`src/rtl/pea_invoke_scheduler_if.sv`:
```
// rtl/pea_invoke_scheduler_if.sv - host, PEA and output-FIFO signal bundle for pea_invoke_scheduler
interface pea_invoke_scheduler_if #(
    parameter int buffer_size_out = 32
);
    localparam int POP_W = $clog2(buffer_size_out);

    logic             go;
    logic             abort;
    logic             enable;
    logic             FC;
    logic [POP_W-1:0] result_pop_out;
    logic [POP_W-1:0] status_pop_out;
    logic [31:0]      data_out_fifo1_result;
    logic [31:0]      data_out_fifo2_status;
    logic             res_ready;
    logic             invoke;
    logic [1:0]       next_instr;
    logic             rd_en_result;
    logic             rd_en_status;
    logic             res_valid;
    logic [31:0]      res_data;
    logic [31:0]      sts_data;
    logic             busy;
    logic             err_timeout;
    logic [15:0]      fire_count;

    // Host / harness side: drives requests, PEA status and FIFO state.
    modport master (
        output go, abort, enable, FC, result_pop_out, status_pop_out,
               data_out_fifo1_result, data_out_fifo2_status, res_ready,
        input  invoke, next_instr, rd_en_result, rd_en_status, res_valid,
               res_data, sts_data, busy, err_timeout, fire_count
    );

    // Scheduler side.
    modport slave (
        input  go, abort, enable, FC, result_pop_out, status_pop_out,
               data_out_fifo1_result, data_out_fifo2_status, res_ready,
        output invoke, next_instr, rd_en_result, rd_en_status, res_valid,
               res_data, sts_data, busy, err_timeout, fire_count
    );
endinterface

```
`src/rtl/pea_invoke_scheduler.sv`:
```
// rtl/pea_invoke_scheduler.sv - CFDF firing sequencer for the PEA with output FIFO drain; optional fire counter under PEA_SCHED_FIRE_CNT_EN
// PEA input word width (16) is documentation only and does not appear in the logic.
module pea_invoke_scheduler #(
    parameter int FC_TIMEOUT = 4096
) (
    input  logic                 clk,
    input  logic                 rst,
    pea_invoke_scheduler_if.slave bus
);

    typedef enum logic [2:0] {
        IDLE,
        CHECK,
        INVOKE,
        ARM,
        WAIT_FC,
        ADVANCE,
        DRAIN_RD,
        DRAIN_HOLD
    } state_t;

    typedef enum logic [1:0] {
        M_SETUP  = 2'b00,
        M_INSTR  = 2'b01,
        M_OUTPUT = 2'b10
    } mode_t;

    localparam logic [15:0] TO_LAST = 16'(FC_TIMEOUT - 1);

    state_t      state;
    mode_t       mode;
    logic        invoke_q;
    logic        rd_en_q;
    logic        res_valid_q;
    logic [31:0] res_q;
    logic [31:0] sts_q;
    logic        busy_q;
    logic        err_q;
    logic [15:0] fc_cnt;

    // Firing sequencer and drain engine; all outputs are registered here.
    always_ff @(posedge clk or negedge rst) begin
        if (!rst) begin
            state       <= IDLE;
            mode        <= M_SETUP;
            invoke_q    <= 1'b0;
            rd_en_q     <= 1'b0;
            res_valid_q <= 1'b0;
            res_q       <= 32'd0;
            sts_q       <= 32'd0;
            busy_q      <= 1'b0;
            err_q       <= 1'b0;
            fc_cnt      <= 16'd0;
        end else begin
            invoke_q <= 1'b0;
            rd_en_q  <= 1'b0;
            case (state)
                IDLE: begin
                    if (bus.go) begin
                        state  <= CHECK;
                        busy_q <= 1'b1;
                        err_q  <= 1'b0;
                    end
                end
                CHECK: begin
                    if (bus.abort) begin
                        state  <= IDLE;
                        busy_q <= 1'b0;
                    end else if (bus.enable) begin
                        state    <= INVOKE;
                        invoke_q <= 1'b1;
                    end
                end
                INVOKE: begin
                    state <= ARM;
                end
                ARM: begin
                    // FC from the invoke cycle is not trusted; the count starts fresh.
                    fc_cnt <= 16'd0;
                    state  <= WAIT_FC;
                end
                WAIT_FC: begin
                    if (bus.FC) begin
                        state <= ADVANCE;
                    end else if (fc_cnt == TO_LAST) begin
                        err_q  <= 1'b1;
                        state  <= IDLE;
                        busy_q <= 1'b0;
                    end else begin
                        fc_cnt <= fc_cnt + 16'd1;
                    end
                end
                ADVANCE: begin
                    case (mode)
                        M_SETUP:  mode <= M_INSTR;
                        M_INSTR:  mode <= M_OUTPUT;
                        M_OUTPUT: mode <= M_INSTR;
                        default:  mode <= M_SETUP;
                    endcase
                    if (mode == M_OUTPUT) begin
                        state <= DRAIN_RD;
                    end else begin
                        state  <= IDLE;
                        busy_q <= 1'b0;
                    end
                end
                DRAIN_RD: begin
                    // Pop only when both FIFOs hold a word so result/status stay paired.
                    if (bus.result_pop_out == '0 || bus.status_pop_out == '0) begin
                        state  <= IDLE;
                        busy_q <= 1'b0;
                    end else if (!res_valid_q) begin
                        rd_en_q <= 1'b1;
                        state   <= DRAIN_HOLD;
                    end
                end
                DRAIN_HOLD: begin
                    // First cycle here is the pop cycle; FIFO data is valid one cycle later.
                    if (!rd_en_q) begin
                        if (!res_valid_q) begin
                            res_q       <= bus.data_out_fifo1_result;
                            sts_q       <= bus.data_out_fifo2_status;
                            res_valid_q <= 1'b1;
                        end else if (bus.res_ready) begin
                            res_valid_q <= 1'b0;
                            state       <= DRAIN_RD;
                        end
                    end
                end
                default: begin
                    state  <= IDLE;
                    busy_q <= 1'b0;
                end
            endcase
        end
    end

`ifdef PEA_SCHED_FIRE_CNT_EN
    logic [15:0] fire_cnt;

    // Completed firings; only ADVANCE counts, so timeouts and aborts are excluded.
    always_ff @(posedge clk or negedge rst) begin
        if (!rst) begin
            fire_cnt <= 16'd0;
        end else if (state == ADVANCE) begin
            fire_cnt <= fire_cnt + 16'd1;
        end
    end

    assign bus.fire_count = fire_cnt;
`else
    assign bus.fire_count = 16'd0;
`endif

    assign bus.invoke       = invoke_q;
    assign bus.next_instr   = mode;
    assign bus.rd_en_result = rd_en_q;
    assign bus.rd_en_status = rd_en_q;
    assign bus.res_valid    = res_valid_q;
    assign bus.res_data     = res_q;
    assign bus.sts_data     = sts_q;
    assign bus.busy         = busy_q;
    assign bus.err_timeout  = err_q;

endmodule
```
`src/flat_wrapper.sv`:
```
// flat-port wrapper written by rule: the top's interface ports become plain ports
module pea_invoke_scheduler_flat 
#(
    parameter int FC_TIMEOUT = 4096
)
  (clk, rst, bus_go, bus_abort, bus_enable, bus_FC, bus_result_pop_out, bus_status_pop_out, bus_data_out_fifo1_result, bus_data_out_fifo2_status, bus_res_ready, bus_invoke, bus_next_instr, bus_rd_en_result, bus_rd_en_status, bus_res_valid, bus_res_data, bus_sts_data, bus_busy, bus_err_timeout, bus_fire_count);
  pea_invoke_scheduler_if bus_i ();
  input  logic clk;
  input  logic rst;
  input wire logic [$bits(bus_i.go)-1:0] bus_go;
  input wire logic [$bits(bus_i.abort)-1:0] bus_abort;
  input wire logic [$bits(bus_i.enable)-1:0] bus_enable;
  input wire logic [$bits(bus_i.FC)-1:0] bus_FC;
  input wire logic [$bits(bus_i.result_pop_out)-1:0] bus_result_pop_out;
  input wire logic [$bits(bus_i.status_pop_out)-1:0] bus_status_pop_out;
  input wire logic [$bits(bus_i.data_out_fifo1_result)-1:0] bus_data_out_fifo1_result;
  input wire logic [$bits(bus_i.data_out_fifo2_status)-1:0] bus_data_out_fifo2_status;
  input wire logic [$bits(bus_i.res_ready)-1:0] bus_res_ready;
  output wire logic [$bits(bus_i.invoke)-1:0] bus_invoke;
  output wire logic [$bits(bus_i.next_instr)-1:0] bus_next_instr;
  output wire logic [$bits(bus_i.rd_en_result)-1:0] bus_rd_en_result;
  output wire logic [$bits(bus_i.rd_en_status)-1:0] bus_rd_en_status;
  output wire logic [$bits(bus_i.res_valid)-1:0] bus_res_valid;
  output wire logic [$bits(bus_i.res_data)-1:0] bus_res_data;
  output wire logic [$bits(bus_i.sts_data)-1:0] bus_sts_data;
  output wire logic [$bits(bus_i.busy)-1:0] bus_busy;
  output wire logic [$bits(bus_i.err_timeout)-1:0] bus_err_timeout;
  output wire logic [$bits(bus_i.fire_count)-1:0] bus_fire_count;
  assign bus_i.go = bus_go;
  assign bus_i.abort = bus_abort;
  assign bus_i.enable = bus_enable;
  assign bus_i.FC = bus_FC;
  assign bus_i.result_pop_out = bus_result_pop_out;
  assign bus_i.status_pop_out = bus_status_pop_out;
  assign bus_i.data_out_fifo1_result = bus_data_out_fifo1_result;
  assign bus_i.data_out_fifo2_status = bus_data_out_fifo2_status;
  assign bus_i.res_ready = bus_res_ready;
  assign bus_invoke = bus_i.invoke;
  assign bus_next_instr = bus_i.next_instr;
  assign bus_rd_en_result = bus_i.rd_en_result;
  assign bus_rd_en_status = bus_i.rd_en_status;
  assign bus_res_valid = bus_i.res_valid;
  assign bus_res_data = bus_i.res_data;
  assign bus_sts_data = bus_i.sts_data;
  assign bus_busy = bus_i.busy;
  assign bus_err_timeout = bus_i.err_timeout;
  assign bus_fire_count = bus_i.fire_count;
  pea_invoke_scheduler #(.FC_TIMEOUT(FC_TIMEOUT)) u_core (.clk(clk), .rst(rst), .bus(bus_i));
endmodule
```
`config.mk`:
```
export PLATFORM = sky130hd
export DESIGN_NAME = pea_invoke_scheduler_flat
export DESIGN_NICKNAME = d
export VERILOG_FILES = /design/src/rtl/pea_invoke_scheduler_if.sv /design/src/rtl/pea_invoke_scheduler.sv /design/src/flat_wrapper.sv
export SDC_FILE = /design/constraint.sdc
export NUM_CORES = 1
export LEC_CHECK = 0
export CAP_MARGIN = 20
export CORE_MARGIN = 2
export CORE_UTILIZATION = 35
export DETAILED_ROUTE_END_ITERATION = 8
export GPL_TIMING_DRIVEN = 0
export PLACE_DENSITY = 0.79
export SYNTH_ARGS = -nofsm -noshare
export SYNTH_HDL_FRONTEND = slang
export SYNTH_SLANG_ARGS = --single-unit
```
`constraint.sdc`:
```
create_clock -name clk -period 4.9 [get_ports clk]
set_input_delay 0.98 -clock clk [delete_from_list [all_inputs] [get_ports clk]]
set_output_delay 0.98 -clock clk [all_outputs]
set_load 0.03 [all_outputs]
```
==> results.yml, run 1 <==
flow_run:
  cap_violations: 0
yosys:
  ys_types: 46
  synth-seq-cells: 90
  synthArstFlopShare_pct: 100
  yosys_warnings: 0
  syn_inst: 312
  synth_edf_count: 0
  avgSynthCellArea_sq_um: 12.7
  yosysTopAreaCell: "dfrtp_1"
  synthTopCellsByArea: "dfrtp_1, mux2_2, buf_4"
  synth_flop_cell: "dfrtp_1"
  synth_top_area_share_pct: 56.9
  synth.cell_area_sq_mm: 0.00396
  yosysSeqAreaShare_pct: 56.9
power:
  power_leakage_nw: 2.72
  ir_drop_v: 0.000303
  power.density_mw_per_mm2: 510
  power.total_w: 0.00307
detailed_routing:
  wl_per_cell_um: 14.9
  drc: 0
  drt_iter0_drc: 91
  wirelength_mm: 9.50
  via_per_inst: 4.84
  routed-via-count: 3076
  dr.pass1.iters: 4
  detail-route-antenna-nets: 0
global_route:
  overflow: 0
  grt_usage_pct: 15.5
  grt_first_pass_wirelength_mm: 14.3
  grt_pass1_vias: 3096
  antenna_found_initial: 0
  grt_start_max_net_pins: 58
clocking:
  cts_hold_buffers: 0
  clkTransAtPathRegs_ns: 0.06
  clk_latency_ns: 0.34
  post_cts_buffers: 0
  root_buffer: "clkbuf_16"
  numCtsBuffers: 9
  htreeDepth: 3
  cts_resized: 0
  cts.path.max_buffers: 2
  cts.sinks: 90
  cts_tree: "yes"
timing:
  finClkSkew_ns: 0.00674
  clock.fmax_mhz: 353
  setup_viol: 0
  period_share_pct: 57.8
  drv_slew: 0
  max_slew_margin_pct: 47.6
  setup_ws_ns: 2.07
  tightest_slew_ns: 0.784
  final-hold-violation-count: 0
  period_needed_ns: 2.83
  rsz0062_at_grt: "no"
worst_setup_path:
  cp.depth: 7
  slowest_delay_ns: 0.52
  critPathKind: "primary input to flip-flop"
  crit_buf_inv: 2
  start_kind: "primary input"
  critPathTopFamily: "simple AND/OR/NAND/NOR gates"
  worst-endpoint-arrival_ns: 3.04
  worst_ep_required_time_ns: 5.11
  cp_slowest_cell: "or4b_1"
  cp-end-kind: "flip-flop"
  path_cells: "clkdlybuf4s50_1 -> or4b_1 -> buf_2 -> a2111oi_4 -> nand3_1 -> xor2_1 -> nor2_1"
  crit_fanout: 10
  r2r_cells: 5
worst_hold_path:
  hp-class: "flip-flop to flip-flop"
  whs_path_depth: 1
place:
  place_ws_ns: 1.74
  port_buffers: 152
  place.gp.congestion: 0.759
  dp_hpwl_mm: 7.24
final_layout:
  syn2layout_area_growth_pct: 52.4
  layout-drive-gt1-share_pct: 20.2
  regArea_sq_mm: 0.00225
  layout_common_cells: "clkdlybuf4s50_1, dfrtp_1, mux2_2, nor2_1, buf_4"
  fillerInstances: 960
  nets: 573
  multiInputGateArea_sq_mm: 0.00155
  n_antenna_cell: 0
  final_common_cell: "clkdlybuf4s50_1"
floorplanning:
  rows: 38
  core_area_sq_mm: 0.0109
  initial_core_util_pct: 36.2
  die_h_um: 110
  die_area_sq_mm: 0.0122
  ioPinCount: 169
  chipWidth_um: 110
status:
  status: "completed"
==> per-layer routing <==
metal | global-route usage, % | vias up | wire length (um)
met4 | 7.59 | 0 | 193
met2 | 26.2 | 124 | 4840
met1 | 17.1 | 1509 | 3600
li1 | - | 1428 | -
met3 | 6.00 | 15 | 863
met5 | 0 | - | 0
==> metrics by stage <==
| step | cell area (sq um) | TNS [ns] | hold slack, ns | cells | utilization (%) |
|---|---|---|---|---|---|
| 3_5_place_dp | 5730 | 0 | 0.477 | 620 | 52.4 |
| 4_1_cts | 6030 | 0 | 0.492 | 636 | 55.1 |
| 5_1_grt | 6030 | 0 | 0.504 | 636 | 55.1 |
| 2_1_floorplan | 4010 | 0 | 0.453 | 327 | - |
| 3_3_place_gp | 5710 | -41.13 | 0.468 | 619 | 52.2 |
| 6_report | 6030 | 0 | 0.488 | 636 | 55.1 |
==> kinds of logic after synthesis <==
group	share of synthesized area, %
flip-flops	56.9
AND/OR/NAND/NOR	10.5
multiplexers	18.5
buffers and inverters	5.22
AO/OA/AOI/OAI	5.79
XOR/XNOR	2.66
adder cells (fa/ha/maj)	0.316
other	0.0948
==> cells in the mapped netlist, types with 2 or more instances <==
cell / n
nor3_1: 5
buf_2: 9
a21oi_1: 4
nor2_1: 21
and2_1: 2
nand3b_1: 2
nor3b_1: 2
buf_4: 17
xor2_1: 4
and3_1: 3
or4_1: 4
mux2_2: 55
clkbuf_1: 4
nand4_1: 2
o211ai_1: 4
nand2_1: 16
o21ai_0: 8
nor4_1: 3
a31oi_1: 2
nand2b_1: 4
inv_1: 2
o221ai_1: 3
xnor2_1: 8
or3_1: 2
mux2_1: 10
nor2b_1: 2
dfrtp_1: 90
nand3_1: 6
==> layout make-up <==
class,instances,share of cell area [%]
tap,140,2.91
sequential,90,37.4
timing repair buffer,153,25.7
clock buffer,10,3.80
buffer,31,3.30
clock inverter,6,1.08
inverter,2,0.125
multi-input combinational,204,25.8
==> sequential cells by signal, indices dropped and copies added, names as in the netlist <==
| name | count |
|---|---|
| u_core.bus.res_data | 32 |
| u_core.bus.sts_data | 32 |
| u_core.fc_cnt | 16 |
| u_core.state | 3 |
| u_core.bus.next_instr | 2 |
| u_core.bus.busy | 1 |
| u_core.bus.err_timeout | 1 |
| u_core.bus.invoke | 1 |
| u_core.bus.rd_en_result | 1 |
| u_core.bus.res_valid | 1 |
==> power breakdown <==
part / total, W / switching, W / internal [W]
sequential: 0.00108 / 0.000123 / 0.000954
combinational: 0.00132 / 0.000708 / 0.000608
clock: 0.000682 / 0.000285 / 0.000397
==> final timing paths <==
check	start	to	slack (ns)
max	bus_FC	u_core.fc_cnt[12]$_DFFE_PN0P_	2.07
min	u_core.bus.sts_data[13]$_DFFE_PN0P_	u_core.bus.sts_data[13]$_DFFE_PN0P_	0.49
max reg2reg	u_core.state[1]$_DFFE_PN0P_	u_core.bus.sts_data[20]$_DFFE_PN0P_	2.61
min reg2reg	u_core.bus.sts_data[13]$_DFFE_PN0P_	u_core.bus.sts_data[13]$_DFFE_PN0P_	0.49
max in group asynchronous	rst	u_core.bus.sts_data[23]$_DFFE_PN0P_	3.67
min in group asynchronous	rst	u_core.bus.res_data[31]$_DFFE_PN0P_	0.60
Note: power is estimated with default switching activity, not from simulation.
==> run 2: changes to the inputs <==
clock period = 2.9 ns   (was 4.9 ns; I/O delays follow)
==> results of run 2 <==
The final DEF is identical to that of run 1. Status: completed.
Main changes from that run: setup slack after placement 1.74 ns -> 0.138 ns; setup slack after layout 2.07 ns -> 0.468 ns; hold slack 0.488 ns -> 0.197 ns; register-to-register setup slack 2.61 ns -> 0.61 ns; total power 0.00307 W -> 0.00519 W; worst IR drop on VDD 0.000303 V -> 0.000511 V
==> run 3: changes to the inputs <==
clock period = 2.3 ns   (was 2.9 ns; I/O delays follow)
==> run 3 against run 2 <==
Via count up 0.33%; wire length up 0.97%; flip-flop and latch count unchanged; clock skew about the same; first-iteration DRC count down 8.8%; count of clock-buffer cells in the layout unchanged; clock power up 26%.
==> results.yml, run 3 (synthesized netlist as in run 1, its figures left out) <==
timing:
  period_share_pct: 96.4
  finClkSkew_ns: 0.00625
  max_slew_margin_pct: 56.0
  final-hold-violation-count: 0
  setup_viol: 0
  drv_slew: 0
  tightest_slew_ns: 0.651
  period_needed_ns: 2.22
  clock.fmax_mhz: 451
  setup_ws_ns: 0.0817
final_layout:
  fillerInstances: 958
  layout_common_cells: "clkdlybuf4s50_1, dfrtp_1, mux2_2, nor2_1, buf_4"
  multiInputGateArea_sq_mm: 0.00157
  n_antenna_cell: 0
  final_common_cell: "clkdlybuf4s50_1"
  nets: 573
  regArea_sq_mm: 0.00225
  fin_cells: 636
  layout-drive-gt1-share_pct: 20.6
  syn2layout_area_growth_pct: 53.0
worst_setup_path:
  critPathKind: "primary input to flip-flop"
  path_cells: "clkdlybuf4s50_1 -> or4_1 -> o221ai_4 -> o311ai_1 -> nor3_1 -> mux2_1"
  setup.worst_path.end: "u_core.state[1]$_DFFE_PN0P_"
  r2r_cells: 6
  worst-endpoint-arrival_ns: 2.44
  cp_slowest_cell: "or4_1"
  r2r_slack_ns: 0.12
  crit_fanout: 4
  crit_start: "bus_result_pop_out[0]"
  worst_ep_required_time_ns: 2.52
  slowest_delay_ns: 0.61
  start_kind: "primary input"
  cp-end-kind: "flip-flop"
  worst_r2r_endpoint: "u_core.fc_cnt[1]$_DFFE_PN0P_"
  r2r-start: "u_core.fc_cnt[13]$_DFFE_PN0P_"
power:
  ir_drop_v: 0.000644
  p_sw_w: 0.00239
  power_frac_comb_pct: 42.9
  seqPwrFrac_pct: 35.0
  power_leakage_nw: 2.73
  clkPwrFrac_pct: 22.2
  power.internal_w: 0.00418
  power.density_mw_per_mm2: 1080
  swShare_pct: 36.4
clocking:
  post_cts_buffers: 0
  cts.path.max_buffers: 2
  cts.sinks: 90
  clk_latency_ns: 0.34
  clkTransAtPathRegs_ns: 0.06
  htreeDepth: 3
  root_buffer: "clkbuf_16"
  numCtsBuffers: 9
  cts_hold_buffers: 0
  cts_tree: "yes"
global_route:
  overflow: 0
  grt_use_met3_pct: 6.00
  grt_usage_pct: 15.6
  busiest_layer: "met2"
  grt_pass1_vias: 3114
  met1_usage_pct: 17.1
  antenna_found_initial: 0
  grt_start_max_net_pins: 58
  met2_usage_pct: 26.6
  grt_first_pass_wirelength_mm: 14.4
floorplanning:
  rows: 38
  initial_core_util_pct: 36.2
  ioPinCount: 169
  die_h_um: 110
  die_area_sq_mm: 0.0122
  chipWidth_um: 110
  core_area_sq_mm: 0.0109
place:
  place.gp.congestion: 0.759
  port_buffers: 152
  place_ws_ns: -0.342
  dp.cells: 620
  dp_hpwl_mm: 7.24
detailed_routing:
  detail-route-antenna-nets: 0
  drc: 0
  via_per_inst: 4.85
  wirelength_mm: 9.59
  drt_iter0_drc: 83
  wl_per_cell_um: 15.1
  routed-via-count: 3086
  dr.pass1.iters: 4
worst_hold_path:
  hp-class: "primary input to asynchronous set/reset pin"
status:
  status: "completed"
flow_run:
  cap_violations: 0
==> run 3: changes by cell type in the layout (fill, tap and decap cells not counted) <==
| cell | previous run | this run |
|---|---|---|
| clkdlybuf4s50_1 | 151 | 150 |
| dlymetal6s2s_1 | 0 | 1 |
| nor2_1 | 21 | 20 |
| nor2_2 | 0 | 1 |
| o221ai_1 | 3 | 2 |
| o221ai_4 | 0 | 1 |
==> run 3: layout make-up <==
cell class | count | area share [%]
Inverter | 2 | 0.124
Timing Repair Buffer | 153 | 25.6
Tap cell | 140 | 2.90
Buffer | 31 | 3.29
Clock buffer | 10 | 3.78
Sequential cell | 90 | 37.2
Multi-Input combinational cell | 204 | 26.0
Clock inverter | 6 | 1.08
==> run 3: per-stage QoR <==
step | cell area (sq um) | util, % | setup TNS, ns | hold WS [ns] | total power (W)
6_report | 6050 | 55.3 | 0 | 0.0774 | 0.00656
4_1_cts | 6040 | 55.2 | 0 | 0.0846 | 0.00664
5_1_grt | 6050 | 55.3 | -0.000868 | 0.102 | 0.00693
3_3_place_gp | 5710 | 52.2 | -230.46 | 0.468 | 0.00506
3_5_place_dp | 5730 | 52.4 | -2.57 | 0.451 | 0.00514
2_1_floorplan | 4010 | - | 0 | 0.164 | 0.00393
==> run 3: layer usage <==
layer,vias to the layer above,share of wire [%]
li1,1431,-
met1,1517,38
met2,124,51
met3,14,9.0
met4,0,1.9
met5,-,0
==> run 3: repair_timing <==
action,4_1_cts,5_1_grt
gates resized for setup,2,2
endpoints found under the setup margin,61,2
pin swaps,1,1
==> run 3: worst min path at each step <==
stage                                             startpoint                                   to  slack [ns]  cells after the start
after floorplan                                          rst          u_core.bus.busy$_DFFE_PN0P_        0.16                      0
after global placement    u_core.bus.res_data[2]$_DFFE_PN0P_   u_core.bus.res_data[2]$_DFFE_PN0P_        0.47                      1
after detailed placement                                 rst  u_core.bus.res_data[31]$_DFFE_PN0P_        0.45                      1
after CTS                                                rst  u_core.bus.res_data[31]$_DFFE_PN0P_        0.08                      1
after global routing                                     rst  u_core.bus.sts_data[14]$_DFFE_PN0P_        0.10                      1
final                                                    rst  u_core.bus.res_data[31]$_DFFE_PN0P_        0.08                      1
==> run 3: power groups by stage <==
stage	logic [W]	registers, W	clock network (W)
3_5_place_dp	0.00282	0.00232	0
6_report	0.00281	0.00230	0.00145
3_3_place_gp	0.00276	0.00229	0
4_1_cts	0.00283	0.00230	0.00150
5_1_grt	0.00300	0.00235	0.00157
2_1_floorplan	0.000843	0.00308	0
==> run 3: worst max-delay path, delay by kind of cell <==
kind,cells,cell delay (ns)
compound gates,2,0.42
mux,1,0.34
simple gates,2,0.82
buf+inv,1,0.40
